<file path="src/rtl/status_cond_unit.sv">
// Status register {Z,C,N,V}, ALU carry-in, condition evaluation and
// flag-hazard stall tracking between the ID and EX stages.
module status_cond_unit #(
  parameter int PIPE_DEPTH = 3,
  parameter int CNT_W      = 2
) (
  input  logic             clk,
  input  logic             rst_n,
  input  logic             id_valid,
  input  logic [3:0]       id_cond,
  input  logic             id_set_flags,
  input  logic [3:0]       ex_sr,
  input  logic             ex_sr_we,
  input  logic             ex_sr_drop,
  output logic             stall,
  output logic             cond_pass,
  output logic [3:0]       sr,
  output logic             carry,
  output logic [CNT_W-1:0] pending,
  output logic             err
);

  logic [3:0]       sr_q;
  logic [3:0]       sr_d;
  logic [CNT_W-1:0] pend_q;
  logic [CNT_W-1:0] pend_d;
  logic [CNT_W-1:0] pend_after;
  logic             err_q;
  logic             err_d;
  logic             dec;
  logic             issue;
  logic             cond_true;
  logic [3:0]       flags_eff;
  logic             f_z;
  logic             f_c;
  logic             f_n;
  logic             f_v;

  assign dec = ex_sr_we | ex_sr_drop;

  // Retirement floors at zero; a stray retire only raises err.
  assign pend_after = (dec && pend_q != '0)
                    ? pend_q - 1'b1
                    : pend_q;

  // Same-cycle bypass of the EX write; reset pins evaluation to sr=0.
  assign flags_eff = (ex_sr_we && rst_n) ? ex_sr : sr_q;
  assign {f_z, f_c, f_n, f_v} = flags_eff;

  assign stall = id_valid
               & ((id_cond != 4'b1110 & pend_after != '0)
                | (id_set_flags
                 & pend_after == CNT_W'(PIPE_DEPTH)));

  assign issue = id_valid & ~stall;

  always_comb begin
    cond_true = 1'b0;
    unique case (id_cond)
      4'b0000: cond_true = f_z;
      4'b0001: cond_true = ~f_z;
      4'b0010: cond_true = f_c;
      4'b0011: cond_true = ~f_c;
      4'b0100: cond_true = f_n;
      4'b0101: cond_true = ~f_n;
      4'b0110: cond_true = f_v;
      4'b0111: cond_true = ~f_v;
      4'b1000: cond_true = f_c & ~f_z;
      4'b1001: cond_true = ~f_c | f_z;
      4'b1010: cond_true = f_n == f_v;
      4'b1011: cond_true = f_n != f_v;
      4'b1100: cond_true = ~f_z & (f_n == f_v);
      4'b1101: cond_true = f_z | (f_n != f_v);
      4'b1110: cond_true = 1'b1;
      4'b1111: cond_true = 1'b0;
    endcase
  end

  assign cond_pass = issue & cond_true;

  assign sr_d   = ex_sr_we ? ex_sr : sr_q;
  assign pend_d = pend_after
                + {{(CNT_W-1){1'b0}}, issue & id_set_flags};
  assign err_d  = err_q
                | (dec & pend_q == '0)
                | (ex_sr_we & ex_sr_drop);

  always_ff @(posedge clk or negedge rst_n) begin
    if (!rst_n) begin
      sr_q   <= 4'b0000;
      pend_q <= '0;
      err_q  <= 1'b0;
    end else begin
      sr_q   <= sr_d;
      pend_q <= pend_d;
      err_q  <= err_d;
    end
  end

  assign sr      = sr_q;
  assign carry   = sr_q[2];
  assign pending = pend_q;
  assign err     = err_q;

endmodule

</file>
<file path="config.mk">
export PLATFORM = sky130hd
export DESIGN_NAME = status_cond_unit
export DESIGN_NICKNAME = d
export VERILOG_FILES = /design/src/rtl/status_cond_unit.sv
export SDC_FILE = /design/constraint.sdc
export NUM_CORES = 1
export LEC_CHECK = 0
export CAP_MARGIN = 10
export CORE_UTILIZATION = 44
export DETAILED_ROUTE_END_ITERATION = 8
export DONT_BUFFER_PORTS = 1
export PLACE_DENSITY_LB_ADDON = 0.05
export SYNTH_ARGS = -nofsm -noshare
export SYNTH_HDL_FRONTEND = slang
export SYNTH_SLANG_ARGS = --single-unit
</file>
<file path="constraint.sdc">
create_clock -name clk -period 1.8 [get_ports clk]
set_clock_uncertainty 0.05 [all_clocks]
set_input_delay 0.09 -clock clk [delete_from_list [all_inputs] [get_ports clk]]
set_output_delay 0.09 -clock clk [all_outputs]
set_load 0.05 [all_outputs]
</file>
Word-level counts from Yosys, hierarchy flattened
Cells that the tools add are included.

cells by class
  equality and inequality tests = 19
  reductions and logical operators = 6
  muxes and demuxes = 3
  add/subtract/negate cells = 2
  bitwise operators = 21

operators with widths
  operator             number
  $eq 4x4->1 const B   8
  $eq 4x3->1 const B   4
  $pmux 1 s16          1
  $and 1x1->1          10
  $eq 4x2->1 const B   2
  $or 1x1->1           6
  $not 1->1            5
  $eq 4x1->1 const B   1
  $logic_not 4->1      1
  $mux 4               1
  $ne 4x4->1 const B   1
  $reduce_bool 2->1    2
  $add 2x1->2          1
  $eq 2x2->1 const B   1
  $logic_and 1x1->1    2
  $logic_not 2->1      1
  $mux 2               1
  $sub 2x1->2 const B  1
  $eq 1x1->1           1
  $ne 1x1->1           1

storage, ports and cells
  bits in registers = 7
  logic and storage cells = 54
  output and inout port bits = 10
  input bits = 14

Depth between registers and ports, before layout
Gate-level depths: netlist of the first run.

  depth in word-level cells = 11
  depth in mapped cells = 8
  mapped depth without buffers = 8

Least setup slack after synthesis of the first run
Ideal clock, no wire load.

  kind = register -> output
  start = register pend_q[0], in the netlist pending[0]
  end = output cond_pass
  data arrival time = 2.610 ns
  required time = 1.660 ns
  path slack = -0.950 ns
  stages on the path, launching flop included = 8
  buffers on the path = 0
  cell sequence = dfrtp_1 -> inv_1 -> ha_1 -> o21ba_2 -> o32ai_1 -> nor3_2 -> o211ai_1 -> o22ai_1

between the ends
  cells in the longest elaborated chain, start to end = 10
  elaborated cells on any way between the ends = 13
  those cells by class = 1 x add/sub; 1 x eq/ne; 1 x mux; 7 x bitwise; 3 x reduce/logical

RTL lines
  item                                                                 line    RTL
  start: declaration                                                   25      logic [CNT_W-1:0] pend_q;
  start signal: assignment                                             95      pend_q <= pend_d;
  parallel branches: the longest is 2 deep, another holds $sub 2x1->2  -
  $mux 2 (*)                                                           43      ? pend_q - 1'b1
  $eq 2x2->1 / $reduce_bool 2->1 (equally long branches)               53, 51
  $and 1x1->1, on equally long branches                                53, 51
  $or 1x1->1 (*)                                                       52      | (id_set_flags
  $and 1x1->1 (*)                                                      51      & ((id_cond != 4'b1110 & pend_after != '0)
  $not 1->1 (*)                                                        55      assign issue = id_valid & ~stall;
  $and 1x1->1 (*)                                                      55
  $and 1x1->1 (*)                                                      79      assign cond_pass = issue & cond_true;
  end: declaration                                                     16      output logic cond_pass,

Every way passes the cells marked *.

Worst setup path in the final report of the first run
  start = register sr_q[0], in the netlist sr[0]
  end = output cond_pass

between the ends
  cells in the longest elaborated chain, start to end = 5
  elaborated cells on any way between the ends = 8
  those cells by class = 2 x eq/ne; 2 x mux; 4 x bitwise

RTL lines
  item                                              line    RTL
  start: declaration                                23      logic [3:0] sr_q;
  start signal: assignment                          94      sr_q <= sr_d;
  $mux 4 (*)                                        47      assign flags_eff = (ex_sr_we && rst_n) ? ex_sr : sr_q;
  $ne 1x1->1 / $eq 1x1->1 (equally long branches)   -
  $or 1x1->1 / $and 1x1->1 (equally long branches)  73, 72
  $pmux 1 s16 (*)                                   59      unique case (id_cond)
  $and 1x1->1 (*)                                   79

Mark *: on every way between the ends. The rest lies on a longest branch, timed or not.

==> results.tsv, run 1 <==
metric	value	unit
status	complete, but fails checks	
violations	negative setup slack	
antenna_found_initial	0	
synthMostInstantiatedCell	dfrtp_1	
wl_met1	778	um
critical_path_class	register to primary output	
design.portCount	24	
end_kind	primary output	
portBuffers	0	
synth.top_cell.area_share	24.5	%
routedWlPerCell	14.6	um
synth-seq-cells	7	
grt_pass1_vias	609	
start_kind	register	
arrival	1.92	ns
netlist_area	714	um2
async_flop_share	100	%
maxCapViolations	0	
ys_seq_area_share	24.5	%
ys.flop_type	dfrtp_1	
die_h	42.3	um
period_share	114	%
overflow	0	
power_leakage	0.427	nW
syn_area_per_cell	10.4	um2
placementRows	14	
core	1510	um2
path_max_fanout	3	
dpl.cell_count	95	
rsz0062_at_grt	yes	
top_layer	met4	
placed_area	898	um2
synth-edff-count	0	
crit_path_end	cond_pass	
fmax	486	MHz
num_vias	628	
worstSkewPairLatency	0.25	ns
dpl.hpwl	1.17	mm
initial_core_util	47.4	%
setup_viol	3	
insertedDiodeCount	0	
reg2reg_slack	-0.05	ns
r2r.worst_path.cells	8	
ant_nets	0	
fin_util	70.4	%
clock_sink_count	7	
clockBufferDepth	2	
cts.htree.levels	1	
globalplace.congestion	0.784	
holdCritPathClass	primary input to asynchronous set/reset pin	
max_slew_margin	68.2	%
ys_top_cells_by_count	dfrtp_1 (7), mux2_2 (5), xnor2_1 (4)	
syn2layout_area_growth	48.5	%
cts-root-buf	clkbuf_4	
yosys_warnings	0	
cts_tree	yes	
met3WireLength	68	um
die_area	1790	um2
drt-total-wl	1.64	mm
syn_inst	69	
power.density	1310	nW/um2
ys_types	39	
met2_length	779	um
drive_above_1_share	53.1	%
numCtsBuffers	3	
grtUsageTotal	19.1	%
drv_slew	0	
syn_nets	85	
dp_worst_setup_slack	-0.0882	ns
required	1.66	ns
max-vdd-ir-drop	0.805	mV
layout_setup_ws	-0.259	ns
final_cells	112	
die-width	42.3	um
dr.pass1.iters	2	
design_area	1060	um2
grt_pass1_wl	2.57	mm
p_total	1.39	mW
via_per_inst	5.61	
yosysTopAreaCell	dfrtp_1	
fill_cells	116	
drt_iter0_drc	3	
crit_path_start	sr[0]	
r2r_end	pending[1]	
clkSlewWorstSetupHoldPaths	0.06	ns
reg2reg_from	pending[0]	
drcViolationCount	0	
min_period	2.06	ns
nNetsFinal	113	
grt_max_degree	13	
ys_top_cells_by_area	dfrtp_1 (25%), mux2_2 (7.9%), xnor2_1 (4.9%)	
worstMarginPinSlew	0.477	ns
hold_viol	0	
stage by stage:
stage,hold slack [ns],setup TNS [ns]
finish,0.116,-0.557
CTS,0.116,-0.561
detailed placement,-0.255,-0.255
floorplan,-0.256,-1.01
global route,0.128,-0.880
global placement,-0.255,-0.141
worst max-delay path, cell delays in order, from the launching register on:
cell and delay (ns):
dfrtp_2 0.42, mux4_2 0.49, mux2i_1 0.14, o32ai_1 0.23
buf_4 0.17, o22ai_4 0.07, buf_12 0.16
cells by family after synthesis:
group	Yosys count	share of synthesized area (%)
flip-flops	7	24.5
buffers and inverters	7	6.13
XOR/XNOR	4	4.90
multiplexers	11	20.0
AND/OR/NAND/NOR	24	23.5
AO/OA/AOI/OAI	14	17.5
adder cells (fa/ha/maj)	2	3.50
repair_timing:
item / CTS / global route
setup endpoints to repair: 4 / 4
endpoints found under the hold margin: 12 / 0
pin swaps: 4 / 0
hold buffers: 11 / 0
resized for setup: 4 / 0
cloned: 0 / 0
setup buffers: 1 / 1
where the power goes:
group	switching [mW]	total, mW	internal (mW)
sequential	0.0260	0.224	0.198
combinational	0.508	1.03	0.520
clock	0.0578	0.142	0.0846
state kept, by name, indices dropped and copies added (netlist names):
| register | cells |
|---|---|
| sr | 4 |
| pending | 2 |
| err | 1 |
cell type report:
class | count | area, um2 | area share (%)
Sequential cell | 7 | 180 | 17.0
Tap cell | 16 | 20.0 | 1.89
Timing Repair Buffer | 28 | 263 | 24.8
Clock buffer | 4 | 26.3 | 2.48
Multi-Input combinational cell | 55 | 564 | 53.2
Inverter | 2 | 7.51 | 0.708
how the worst min path moves through the flow:
stage	cells past startpoint	end
finish	1	err
floorplan	0	err
detailed placement	0	err
global route	2	pending[0]
CTS	1	err
global placement	0	err
layout by cell type (no fill, tap or decap), drive strengths merged, types with 2 or more instances in the layout:
cell	synthesis	final
or3b	2	2
clkbuf	0	4
and3	2	2
buf	5	17
mux2	7	7
dlygate4sd3	0	11
mux2i	3	3
nor2	3	3
o32ai	2	2
nand2	4	4
nor2b	4	4
a21oi	2	2
inv	2	2
nand3b	2	2
dfrtp	7	7
xnor2	4	4
nor3	3	3
ha	2	2
routing by layer:
layer | up-vias | GRT usage [%]
li1 | 319 | -
met1 | 292 | 25.1
met2 | 15 | 30.8
met3 | 2 | 3.45
met4 | 0 | 7.50
met5 | - | 0
(Power assumes the default switching activity.)
==> inputs of run 2 (changes only) <==
Settings changed: CORE_UTILIZATION 44 to 54.
==> run 2 against run 1 <==
First-iteration DRC count increased to 16 times the previous value; non-clock buffer count down 1; maximum frequency is 5.7% lower; sequential cell count did not move; largest power group unchanged; via count rose by 17%; final cell count down 2.7%; die area decreased by 18%; the flow still finishes with violations (negative setup slack); routed wire length grew 52%; worst setup slack got worse by 0.13 ns; sequential power is 3% higher.
==> results.tsv, run 2 (synthesis results as in run 1) <==
metric	value	unit
end_kind	primary output	
routedWlPerCell	22.8	um
drt-total-wl	2.48	mm
dpl.hpwl	1.21	mm
setup_viol	4	
status	complete, but fails checks	
critical_path_class	register to primary output	
rsz0062_at_grt	yes	
placementRows	12	
maxCapViolations	0	
die_area	1470	um2
largest_reg_flops	4	
drt_iter0_drc	48	
path_max_fanout	3	
ant_nets	0	
worstMarginPinSlew	0.474	ns
period_share	121	%
clock_sink_count	7	
required	1.66	ns
drcViolationCount	0	
start_kind	register	
syn2layout_area_growth	48.2	%
die-width	38.4	um
violations	negative setup slack	
max-vdd-ir-drop	1.00	mV
die_h	38.4	um
num_vias	732	
antenna_found_initial	0	
dr.pass1.iters	4	
fmax	458	MHz
worstSkewPairLatency	0.25	ns
final_cells	109	
final_common_cell	buf_4	
nNetsFinal	112	
reg2reg_slack	-0.21	ns
hold_viol	0	
max_slew_margin	68.4	%
insertedDiodeCount	0	
final_cell_mix	buf_4 (14), dlygate4sd3_1 (11), mux2_2 (6), dfrtp_2 (4)	
initial_core_util	61.0	%
dp_worst_setup_slack	-0.107	ns
grt_pass1_wl	3.15	mm
holdCritPathClass	primary input to asynchronous set/reset pin	
grt_pass1_vias	673	
cts-root-buf	clkbuf_4	
layout_setup_ws	-0.384	ns
grtUsageTotal	33.0	%
overflow	0	
dpl.cell_count	92	
cts_tree	yes	
power.density	1400	nW/um2
arrival	2.04	ns
drive_above_1_share	53.7	%
grt_max_degree	13	
design.portCount	24	
clkSlewWorstSetupHoldPaths	0.06	ns
drv_slew	0	
numCtsBuffers	3	
portBuffers	0	
globalplace.congestion	0.676	
power_leakage	0.428	nW
core	1170	um2
cts.htree.levels	1	
clockBufferDepth	2	
via_per_inst	6.72	
min_period	2.18	ns
## run 2: cell count changes in the layout (fill, tap and decap cells not counted), sizes merged
cell,before,now
buf,17,16
## run 2: what timing repair did
item,CTS,global route
setup buffers,0,2
hold buffers,11,0
hold endpoints to repair,12,0
pin swaps,4,1
resized for setup,3,2
endpoints found under the setup margin,4,4
## run 2: per-layer routing
metal,share of wire [%],up-vias,wire length (um),global-route usage (%)
met3,10,16,253,5.81
met2,47,67,1170,55.5
met1,38,334,933,42.1
met4,5.0,0,125,12.1
li1,-,315,-,-
met5,0,-,0,0
## run 2: stage by stage
stage	total power [mW]	hold slack, ns	TNS, ns	cell area [um2]	util [%]
2_1_floorplan	0.870	-0.256	-1.01	777	-
3_3_place_gp	1.13	-0.255	-0.133	888	75.9
3_5_place_dp	1.16	-0.255	-0.287	888	75.9
4_1_cts	1.37	0.119	-0.635	1040	88.8
5_1_grt	1.52	0.143	-1.29	1060	90.4
6_report	1.49	0.133	-1.02	1060	90.4
## run 2: final cells by class
cell class / count / area (um2)
multi-input cells: 55 / 572
repair buffers: 27 / 255
flip-flops and latches: 7 / 180
fillers: 52 / 113
clock buffers: 4 / 26.3
well taps: 14 / 17.5
inverters: 2 / 7.51
## run 2: path summary, 6_finish.rpt
kind                              start          to  cells past startpoint
hold / removal                    rst_n         err                      1
min in group clk           id_set_flags  pending[0]                      2
setup / recovery                  sr[0]   cond_pass                      6
max in group asynchronous         rst_n  pending[1]                      1
setup reg to reg             pending[0]  pending[1]                      8
hold reg to reg              pending[1]  pending[1]                      3
## run 2: report_power, final
| part | total, mW | switching (mW) | internal, mW |
|---|---|---|---|
| clock | 0.147 | 0.0618 | 0.0849 |
| sequential | 0.231 | 0.0333 | 0.198 |
| combinational | 1.11 | 0.583 | 0.524 |
## run 2: worst max-delay path: stages, from the launching register on
cell	delay [ns]
dfrtp_2	0.45
mux4_2	0.50
mux2i_1	0.16
o32ai_1	0.27
buf_4	0.18
o22ai_4	0.08
buf_12	0.16
==> inputs of run 3 (changes only) <==
Settings changed: TNS_END_PERCENT from default to 50.
==> run 3 against run 2 <==
Core utilization shrank 0.21 points; global-route usage shrank 0.90 points; worst setup slack gained 0.095 ns; final cell count shrank 0.92%; critical path depth grew 2; via count shrank 9.3%; hold slack lost 0.019 ns; sequential share of layout area is essentially flat; register-to-register slack gained 0.12 ns; cell area shrank 0.24%; the run still ends with negative setup slack left; sequential cell count is the same.
==> results.tsv, run 3 (synthesis results as in run 1) <==
metric	value	unit
status	complete, but fails checks	
violations	negative setup slack	
cp_cell_sequence	inv_2 -> ha_4 -> o21ba_4 -> a211oi_2 -> nor3_2 -> o211ai_1 -> o22ai_4 -> buf_12	
placed_area	888	um2
clkSlewWorstSetupHoldPaths	0.06	ns
combinationalPowerShare	74.2	%
net-switching-power	0.655	mW
pwr-share-clk	10.1	%
grt_max_degree	13	
cts-root-buf	clkbuf_4	
overflow	0	
period_share	116	%
insertedDiodeCount	0	
start_kind	register	
syn2layout_area_growth	47.8	%
power.density	1380	nW/um2
max-vdd-ir-drop	1.08	mV
setup_viol	4	
die-width	38.4	um
regArea	180	um2
initial_core_util	61.0	%
core	1170	um2
layout_setup_ws	-0.289	ns
ant_nets	0	
final_cells	108	
placementRows	12	
hold_viol	0	
numCtsBuffers	3	
final_cell_mix	buf_4 (13), dlygate4sd3_1 (11), mux2_2 (6), dfrtp_2 (4)	
drv_slew	0	
internal_power	0.802	mW
drive_above_1_share	54.3	%
antenna_found_initial	0	
drt_iter0_drc	17	
die_h	38.4	um
multi_input_area	577	um2
end_kind	primary output	
nNetsFinal	111	
slowest_delay	0.38	ns
switching_share	44.9	%
arrival	1.95	ns
cp_num_buf_inv	2	
path_max_fanout	5	
grt_pass1_wl	3.12	mm
dr.pass1.iters	4	
dpl.cell_count	92	
dpl.hpwl	1.21	mm
routedWlPerCell	19.3	um
design.portCount	24	
cts_tree	yes	
drcViolationCount	0	
grt_pass1_vias	674	
min_period	2.09	ns
clockBufferDepth	2	
fmax	479	MHz
die_area	1470	um2
p_seq_share	15.7	%
holdCritPathClass	primary input to asynchronous set/reset pin	
portBuffers	0	
maxCapViolations	0	
grtUsageTotal	32.2	%
fill_cells	41	
required	1.66	ns
cp_top_family	compound AO/OA/AOI/OAI gates	
num_vias	664	
worstSkewPairLatency	0.26	ns
drt-total-wl	2.08	mm
final_common_cell	buf_4	
power_leakage	0.424	nW
cts.htree.levels	1	
design_area	1060	um2
largest_reg_flops	4	
rsz0062_at_grt	yes	
clock_sink_count	7	
slowest_stage	dfrtp_2	
worstMarginPinSlew	0.471	ns
critical_path_class	register to primary output	
max_slew_margin	68.6	%
globalplace.congestion	0.676	
via_per_inst	6.15	
## run 3: power by group through the flow
stage / registers (mW) / clock network [mW] / logic, mW
after floorplan: 0.354 / 0 / 0.515
after global placement: 0.222 / 0 / 0.907
after detailed placement: 0.224 / 0 / 0.936
after CTS: 0.221 / 0.144 / 0.983
after global routing: 0.232 / 0.153 / 1.12
final: 0.229 / 0.148 / 1.08
## run 3: final cells by class
class / count / area share, %
sequential: 7 / 17.1
timing repair buffer: 26 / 23.5
multi-input combinational: 55 / 54.6
clock buffer: 4 / 2.49
inverter: 2 / 0.711
tap: 14 / 1.66
## run 3: final timing paths
| kind | start | endpoint | slack (ns) | cells after the start |
|---|---|---|---|---|
| setup / recovery | pending[0] | cond_pass | -0.29 | 8 |
| hold / removal | rst_n | err | 0.11 | 1 |
| setup reg to reg | pending[0] | pending[1] | -0.09 | 8 |
| hold reg to reg | pending[1] | pending[1] | 0.86 | 3 |
| max in group asynchronous | rst_n | sr[0] | 1.31 | 1 |
| min in group clk | id_set_flags | pending[0] | 0.15 | 2 |
## run 3: worst register-to-register path, stage by stage, from the launching register on
cell and delay, ns:
dfrtp_2 0.42, inv_2 0.09, ha_4 0.20, nand2b_4 0.14
a2111oi_4 0.29, nor3_2 0.11, and3_1 0.19, ha_4 0.17
xnor2_1 0.11
## run 3: through the flow
step                total power, mW  setup slack, ns  hold WS, ns  TNS, ns  utilization (%)
finish                         1.46           -0.289        0.114   -0.667             90.2
floorplan                     0.870           -0.262       -0.256    -1.01                -
global placement               1.13          -0.0568       -0.255   -0.133             75.9
global route                   1.50           -0.401        0.142   -0.943             90.2
detailed placement             1.16           -0.107       -0.255   -0.287             75.9
CTS                            1.35           -0.315        0.119   -0.653             87.9
## run 3: what timing repair did
action | CTS | global route
gates resized for setup | 2 | 4
endpoints found under the hold margin | 12 | 0
pin swaps | 3 | 4
setup endpoints to repair | 4 | 4
setup buffers | 0 | 1
hold buffers | 11 | 0
## run 3: per-layer routing
metal  GRT usage [%]  up-vias  wire [um]
li1                -      310          -
met1            43.1      314        937
met2            50.8       34        940
met3            4.65        6        145
met4            14.7        0         57
met5               0        -          0
